File: src/rtl/pc_sequencer.sv
// pc_sequencer: fetch-stage program counter with label-table targets,
// a small return-address stack and run/halt sequencing.
module pc_sequencer #(
  parameter int              PC_W      = 12,
  parameter logic [PC_W-1:0] START_PC  = '0,
  parameter int              RAS_DEPTH = 4
) (
  input  logic            clk,
  input  logic            rst_n,
  input  logic            start,
  input  logic            stall,
  input  logic            branch_en,
  input  logic            branch_cond,
  input  logic            jump,
  input  logic            call,
  input  logic            ret,
  input  logic            halt_req,
  input  logic [7:0]      label_in,
  output logic [7:0]      lut_label,
  input  logic [PC_W-1:0] lut_target,
  output logic [PC_W-1:0] pc,
  output logic            running,
  output logic            done,
  output logic            err,
  output logic [2:0]      ras_count
);

  localparam int AW = (RAS_DEPTH > 1) ? $clog2(RAS_DEPTH) : 1;
  localparam int CW = 4;

  typedef enum logic [1:0] {
    S_IDLE = 2'b00,
    S_RUN  = 2'b01,
    S_HALT = 2'b10
  } state_e;

  state_e            state_q, state_d;
  logic [PC_W-1:0]   pc_q, pc_d;
  logic              err_q, err_d;
  logic [CW-1:0]     cnt_q, cnt_d;
  logic [PC_W-1:0]   ras_q [RAS_DEPTH];

  logic              push;
  logic [PC_W-1:0]   pc_inc;
  logic [CW-1:0]     cnt_m1;
  logic [AW-1:0]     top_idx;
  logic [AW-1:0]     push_idx;
  logic              tgt_ok;
  logic              br_take;

  assign pc_inc   = pc_q + PC_W'(1);
  assign cnt_m1   = cnt_q - CW'(1);
  assign top_idx  = cnt_m1[AW-1:0];
  assign push_idx = cnt_q[AW-1:0];
  assign tgt_ok   = lut_target != '0;
  assign br_take  = branch_en && branch_cond;

  always_ff @(posedge clk or negedge rst_n) begin
    if (!rst_n) begin
      state_q <= S_IDLE;
      pc_q    <= START_PC;
      err_q   <= 1'b0;
      cnt_q   <= '0;
      for (int i = 0; i < RAS_DEPTH; i++)
        ras_q[i] <= '0;
    end else begin
      state_q <= state_d;
      pc_q    <= pc_d;
      err_q   <= err_d;
      cnt_q   <= cnt_d;
      if (push)
        ras_q[push_idx] <= pc_inc;
    end
  end

  always_comb begin
    state_d = state_q;
    pc_d    = pc_q;
    err_d   = err_q;
    cnt_d   = cnt_q;
    push    = 1'b0;
    unique case (state_q)
      S_IDLE, S_HALT: begin
        if (start) begin
          state_d = S_RUN;
          pc_d    = START_PC;
          err_d   = 1'b0;
          cnt_d   = '0;
        end
      end
      S_RUN: begin
        if (stall) begin
          state_d = S_RUN;
        end else if (halt_req) begin
          state_d = S_HALT;
        end else if (ret) begin
          if (cnt_q == '0) begin
            err_d   = 1'b1;
            state_d = S_HALT;
          end else begin
            pc_d  = ras_q[top_idx];
            cnt_d = cnt_m1;
          end
        end else if (call) begin
          // target check first so a bad call never pushes
          if (!tgt_ok || cnt_q == CW'(RAS_DEPTH)) begin
            err_d   = 1'b1;
            state_d = S_HALT;
          end else begin
            push  = 1'b1;
            cnt_d = cnt_q + CW'(1);
            pc_d  = lut_target;
          end
        end else if (jump || br_take) begin
          if (!tgt_ok) begin
            err_d   = 1'b1;
            state_d = S_HALT;
          end else begin
            pc_d = lut_target;
          end
        end else begin
          pc_d = pc_inc;
        end
      end
      default: state_d = S_IDLE;
    endcase
  end

  always_comb begin
    lut_label = label_in;
    pc        = pc_q;
    running   = state_q == S_RUN;
    done      = state_q == S_HALT;
    err       = err_q;
    ras_count = (cnt_q > CW'(7)) ? 3'd7 : cnt_q[2:0];
  end

endmodule

File: config.mk
export PLATFORM = sky130hd
export DESIGN_NAME = pc_sequencer
export DESIGN_NICKNAME = d
export VERILOG_FILES = /design/src/rtl/pc_sequencer.sv
export SDC_FILE = /design/constraint.sdc
export NUM_CORES = 1
export LEC_CHECK = 0
export CAP_MARGIN = 5
export CORE_MARGIN = 3
export CORE_UTILIZATION = 56
export CTS_BUF_LIST = sky130_fd_sc_hd__clkbuf_4 sky130_fd_sc_hd__clkbuf_8
export DETAILED_ROUTE_END_ITERATION = 10
export PLACE_DENSITY = 0.82
export SYNTH_ARGS = -nofsm -noshare
export SYNTH_HDL_FRONTEND = slang
export SYNTH_SLANG_ARGS = --single-unit
File: constraint.sdc
create_clock -name clk -period 3 [get_ports clk]
set_input_delay 0.6 -clock clk [delete_from_list [all_inputs] [get_ports clk]]
set_output_delay 0.6 -clock clk [all_outputs]
set_load 0.02 [all_outputs]
==> Flow_metrics.wiki <==
{| class="wikitable"
! Metric !! Value
|-
| Reg2reg end || ras_q[11]
|-
| Post-route insts no fill || 488
|-
| Instance count of the mapped netlist || roughly 360
|-
| Number of vias per cell || between 6 and 7
|-
| Initial antenna violation count || 0
|-
| Cell area reported after detailed placement || 4240 µm²
|-
| Initial standard-cell utilization of the core || approximately 58%
|-
| Unique cell type count in the Yosys netlist || 58
|-
| Vias in the first global route || 3203
|-
| Total die area || ~7600 µm²
|-
| Number of DRC violations after detailed routing || 0
|-
| Library cell occupying the most area in the post-synthesis netlist || dfrtp_1
|-
| Clock tree from TritonCTS || yes
|-
| Launch point of the worst reg-to-reg path || cnt_q[1]
|-
| Worst Path Max Fanout || 11
|-
| HPWL after detailed placement || 6650 µm
|-
| Critical path data arrival time || roughly 2.9 ns
|-
| First-pass GRT wire length || 16000 µm
|-
| Number of cell rows || 29
|-
| Final critical-path required period || ~2.6 ns
|-
| Power density of the placed cells || slightly above 900 nW/µm²
|-
| Hold Worst Slack || between 0.15 and 0.2 ns
|-
| Core ar. || 6390 µm²
|-
| Fraction of the yosys area taken by sequential cells || between 40% and 50%
|-
| Fin area || between 4000 and 5000 µm²
|-
| Startpoint-to-endpoint class of the critical path || register to register
|-
| Worst clock skew || approximately 0.011 ns
|-
| Count of nets left with antenna violations after detail routing || 0
|-
| Total of flip-flops plus latches after synthesis || between 60 and 70
|-
| Level count of the clock H-tree || 3
|-
| Die Y || 87.5 µm
|-
| Worst slew margin || between 30% and 40%
|-
| Diodes inserted || 0
|-
| Die outline width || 87.5 µm
|-
| Status || complete, no violations
|-
| Root buffer cell || clkbuf_8
|-
| Setup fix buffers added after clock tree synthesis || 0
|-
| Max cap viols || 0
|-
| Clock latency at the later pin of the worst-skew pair || between 0.3 and 0.4 ns
|-
| Main flop type after synthesis || dfrtp_1
|-
| Final period utilization || around 88%
|-
| Wirelength per Cell || 19.5 µm
|-
| R2r worst-path depth || 7
|-
| Count of routing violations after the opening detailed-route iteration || about 250
|-
| Setup violation total in the final timing report || 0
|-
| Final-report max-slew violation count || 0
|-
| Number of clock sinks seen by CTS || 67
|-
| Static Leak || ~0.0019 µW
|-
| Maximum number of pins on one net before global-route repair || 27
|-
| # placed instances || around 470
|-
| Crit path max-delay family || simple AND/OR/NAND/NOR gates
|-
| Number of buffers inserted by port buffering || 39
|-
| Max clock buf depth || 2
|-
| Area grow syn2layout || 20.4%
|-
| WP data required || approximately 3.2 ns
|-
| Critical path buffer and inverter count || 2
|-
| TritonRoute pass-1 iters || 5
|-
| Peak supply drop || ~570 µV
|-
| Most common cell after layout, fill and taps aside || dfrtp_1
|-
| Worst stage delay on the critical path || around 0.83 ns
|-
| Setup slack of the worst register-to-register path || 0.35 ns
|-
| Total negative slack || 0 ns
|-
| HP Class || input port to asynchronous set/reset pin
|-
| Yosys warnings || 0
|-
| Leading cell types in the layout, fill and taps excluded || 67 x dfrtp_1, 40 x nor2_1, 38 x clkdlybuf4s50_1, 36 x a21oi_1, 23 x buf_4
|-
| Total Routed Length || approximately 9500 µm
|-
| Post-synthesis area per instance || 10.3 µm²
|-
| Setup repair after global routing missed its margin || no
|-
| Total track usage || 27.5%
|-
| Number of synthesized flops with an enable pin || 0
|-
| Critical path startpoint category || register
|-
| CP Cell Sequence || inv_1 > ha_1 > nand3b_1 > nand4_1 > buf_4 > nor3b_2 > mux2_2
|-
| Count of instances resized after the clock tree is built || 0
|-
| Type of destination of the critical path || register
|-
| Nets@finish || roughly 440
|-
| Worst-path clk slew || about 0.080 ns
|-
| F_max || 378 MHz
|-
| Number of vias after detailed routing || about 3000
|-
| Fraction of post-synthesis cell area in the top cell type by area || between 40 and 50%
|-
| Total global routing overflow || 0
|-
| Summed instance area of the synthesized netlist || roughly 3700 µm²
|-
| Count of boundary I/O pins || 56
|-
| Proportion of layout cells with a drive suffix above 1 || 20.4%
|-
| Post-Syn Nets || about 400
|-
| Leading post-synthesis cells by cell area || dfrtp_1 45%, mux4_2 7.3%, mux2_2 6.4%
|-
| Number of buffers added by the clock tree synthesis step || 9
|-
| Proportion of register bits with asynchronous set or reset after synthesis || between 90% and 100%
|-
| Final Wtd Congestion || ~0.9
|-
| Slowest cell on crit path || nor3b_2
|-
| Slew at the pin closest to its max-slew limit || approximately 1.0 ns
|-
| Number of buffers inserted by hold repair at cts || 0
|-
| Endpoints failing hold || 0
|}
==> kinds of logic (layout without fill, tap and decap cells) <==
family / Yosys count / count (layout) / synth area share (%)
fa+ha+maj: 5 / 5 / 1.68
flops: 67 / 67 / 45.1
mux: 38 / 38 / 15.0
simple gates: 105 / 105 / 13.8
buf+inv: 42 / 92 / 5.45
xor+xnor: 9 / 9 / 2.12
compound gates: 95 / 95 / 16.9
==> power breakdown <==
part	total, µW	switching (µW)	internal (µW)
logic	1690	892	797
clock network	882	366	516
registers	1490	286	1200
total	4060	1540	2510
==> area by class of cell <==
| type | count | area (µm²) |
|---|---|---|
| timing repair buffer | 62 | 558 |
| tap | 77 | 96.3 |
| inverter | 14 | 52.6 |
| multi-input combinational | 252 | 1860 |
| fill | 466 | 1910 |
| clock inverter | 5 | 83.8 |
| clock buffer | 11 | 151 |
| sequential | 67 | 1680 |
==> cell usage after synthesis, types with 7 or more instances <==
library cell / number
dfrtp_1: 67
nor2_1: 40
a21oi_1: 36
nand2_1: 22
mux2_2: 21
o21ai_0: 20
inv_1: 13
mux4_2: 12
clkbuf_1: 11
buf_4: 8
nor3_1: 7
xnor2_1: 7
==> worst max path at each step <==
stage | start | endpoint | depth (start not counted)
after CTS | cnt_q[1] | ras_q[11] | 7
final | cnt_q[1] | ras_q[11] | 7
after global placement | lut_target[6] | pc[5] | 7
after global routing | cnt_q[1] | ras_q[7] | 9
after floorplan | cnt_q[0] | ras_q[25] | 9
after detailed placement | lut_target[6] | state_q[0] | 7
==> registers in the layout (all words and copies together), names as in the netlist <==
name	count
ras_q	48
pc	12
cnt_q	4
state_q	2
err	1
==> layer usage <==
| metal | vias to the layer above | part of all wire (%) | GRT usage [%] |
|---|---|---|---|
| met5 | - | 0 | 0 |
| met4 | 0 | 2.2 | 12.3 |
| met3 | 27 | 6.8 | 5.11 |
| met2 | 127 | 47 | 42.9 |
| met1 | 1511 | 44 | 37.6 |
| li1 | 1405 | - | - |
==> metrics by stage <==
step | power (µW) | utilization (%) | worst slack [ns]
after global routing | 4290 | 70.1 | 0.171
after floorplan | 2540 | - | 0.376
after global placement | 3100 | 66.4 | 0.0801
final | 4060 | 70.1 | 0.351
after CTS | 4050 | 70.1 | 0.359
after detailed placement | 3170 | 66.4 | 0.0300
(Power assumes the default switching activity.)
==> edit (same settings) <==
The parameter `RAS_DEPTH` goes from 4 to 2.
--- a/src/rtl/pc_sequencer.sv
+++ b/src/rtl/pc_sequencer.sv
@@ -3,7 +3,7 @@
 module pc_sequencer #(
   parameter int              PC_W      = 12,
   parameter logic [PC_W-1:0] START_PC  = '0,
-  parameter int              RAS_DEPTH = 4
+  parameter int              RAS_DEPTH = 2
 ) (
   input  logic            clk,
   input  logic            rst_n,
Formal check against the unedited RTL: not equivalent (Yosys sat finds a counterexample within 10 cycles, from zero or initial values and one cycle with rst_n low).
==> edit against the unedited design <==
  * Sequential cell count is 24 lower
  * Sequential power is 32% lower
  * Wire length is 28% lower
  * Setup slack better by 25 ps
  * Die area is 30% lower
  * Final area is 31% lower
  * Total power is 34% lower
  * Fmax is 0.94% higher
  * Utilization is 3.6 points higher
  * Non-clock buffer count is 7 lower
  * Hold slack better by 230 ps
  * Combinational power is 24% lower
  * Global-route usage is 0.054 points lower
  * Synthesized area is 32% lower
  * Critical endpoint is now pc[7]
==> edit: results (changes against the unedited design) <==
Yosys
  • Post-synthesis sequential area ratio: 42.5% (was 45.1%)
  • Compound-Gate Fraction of Synth Area: 21.1% (was 16.9%)
  • Top post-synthesis cells by count: dfrtp_1, nand2_1, nor2_1, o21ai_0, a21oi_1 (was dfrtp_1, nor2_1, a21oi_1, nand2_1, mux2_2)
  • Post-Syn Nets: 316 (was 396)
  • Synth Area in Adders: 1.98% (was 1.68%)
  • Mux contribution to synthesized area: 7.61% (was 15.0%)
  • Netlist cell types: 51 (was 58)
  • Synth Instances: 282 (was 361)

STA
  • Setup Skew: 6.93 ps (was 10.7 ps)
  • Fmax: 381 MHz (was 378 MHz)
  • Slew headroom: 37.5% (was 30.5%)

Final layout
  • Inverter count: 7 (was 14)
  • Final clock-cell share: 2.89% (was 5.26%)
  • Fill cells: 324 (was 466)
  • Final Instance Count excl. Fillers: 374 (was 488)
  • Area of the multi-input gates: 0.00132 mm^2 (was 0.00186 mm^2)
  • Nets@finish: 357 (was 441)
  • Area Overhead vs Synth: 21.4% (was 20.4%)
  • #MultiIn Comb: 211 (was 252)
  • Signal buffers: 55 (was 62)
  • Data buffer area share: 16.4% (was 12.5%)
  • Max reg flops: 24 (was 48)
  • Final-layout clock buffer total: 6 (was 11)

Route
  • Via density: 6.24 (was 6.29)
  • Initial DRC count: 219 (was 254)
  • Routed wire per std cell: 18.4 um (was 19.5 um)

Critical path
  • Worst setup endpoint: pc[7] (was ras_q[11])
  • Reg2Reg Setup Slack: 580 ps (was 350 ps)
  • Worst EP arrival: 2810 ps (was 2870 ps)
  • FF-to-FF End: pc[1] (was ras_q[11])
  • Critical path peak fanout: 5 (was 11)
  • Critical Path Source: lut_target[0] (was cnt_q[1])

Power and ir drop
  • Seq power: 1.01 mW (was 1.49 mW)
  • Sw frac: 42.4% (was 38.1%)
  • Leakage: 1.29 nW (was 1.91 nW)
  • Peak VDD IR: 558 uV (was 567 uV)

Clock tree
  • CTS sink cnt: 43 (was 67)
  • Latest clock arrival within the worst-skew pair: 300 ps (was 350 ps)
  • H-tree Lvls: 2 (was 3)
  • CTS Buf Count: 5 (was 9)

Placement
  • Dpl ws: 174 ps (was 30.0 ps)
  • Final HPWL DP: 4930 um (was 6650 um)
  • Placer congestion estimate: 0.851 (was 0.894)
  • Area after DPL: 0.00299 mm^2 (was 0.00424 mm^2)

Global routing
  • Total GRT Usage: 27.4% (was 27.5%)
  • Vias in the first global route: 2253 (was 3203)
  • First-pass GRT wire length: 11100 um (was 16000 um)
  • Largest net degree at the start of global routing: 44 (was 27)

Run status
  • Outcome: finished clean (unchanged)
==> edit: layer usage <==
metal,vias to the layer above,share of wire [%],global-route usage (%)
met5,-,0,0
met4,0,2.1,10.2
met3,21,7.6,5.37
met2,116,46,41.8
met1,1088,45,38.7
li1,1107,-,-
==> edit: metrics by stage <==
stage	hold slack, ps	power [mW]	utilization [%]
finish	430	2.68	73.7
detailed placement	474	2.29	71.6
global route	515	2.85	73.7
CTS	478	2.67	73.7
global placement	465	2.26	71.6
floorplan	304	1.79	-
==> edit: logic make-up after synthesis <==
| group | count (synthesis) |
|---|---|
| AOI/OAI and AO/OA | 85 |
| xor gates and xnor gates | 10 |
| adders and majority gates | 4 |
| buffers and inverters | 28 |
| DFF | 43 |
| muxes | 18 |
| and+or+nand+nor | 94 |
==> edit: critical path, cell delays in order <==
cell	delay, ps
clkdlybuf4s50_1	470
nor4_1	510
a41oi_1	250
a211oi_1	510
nor2_2	150
mux2_2	310
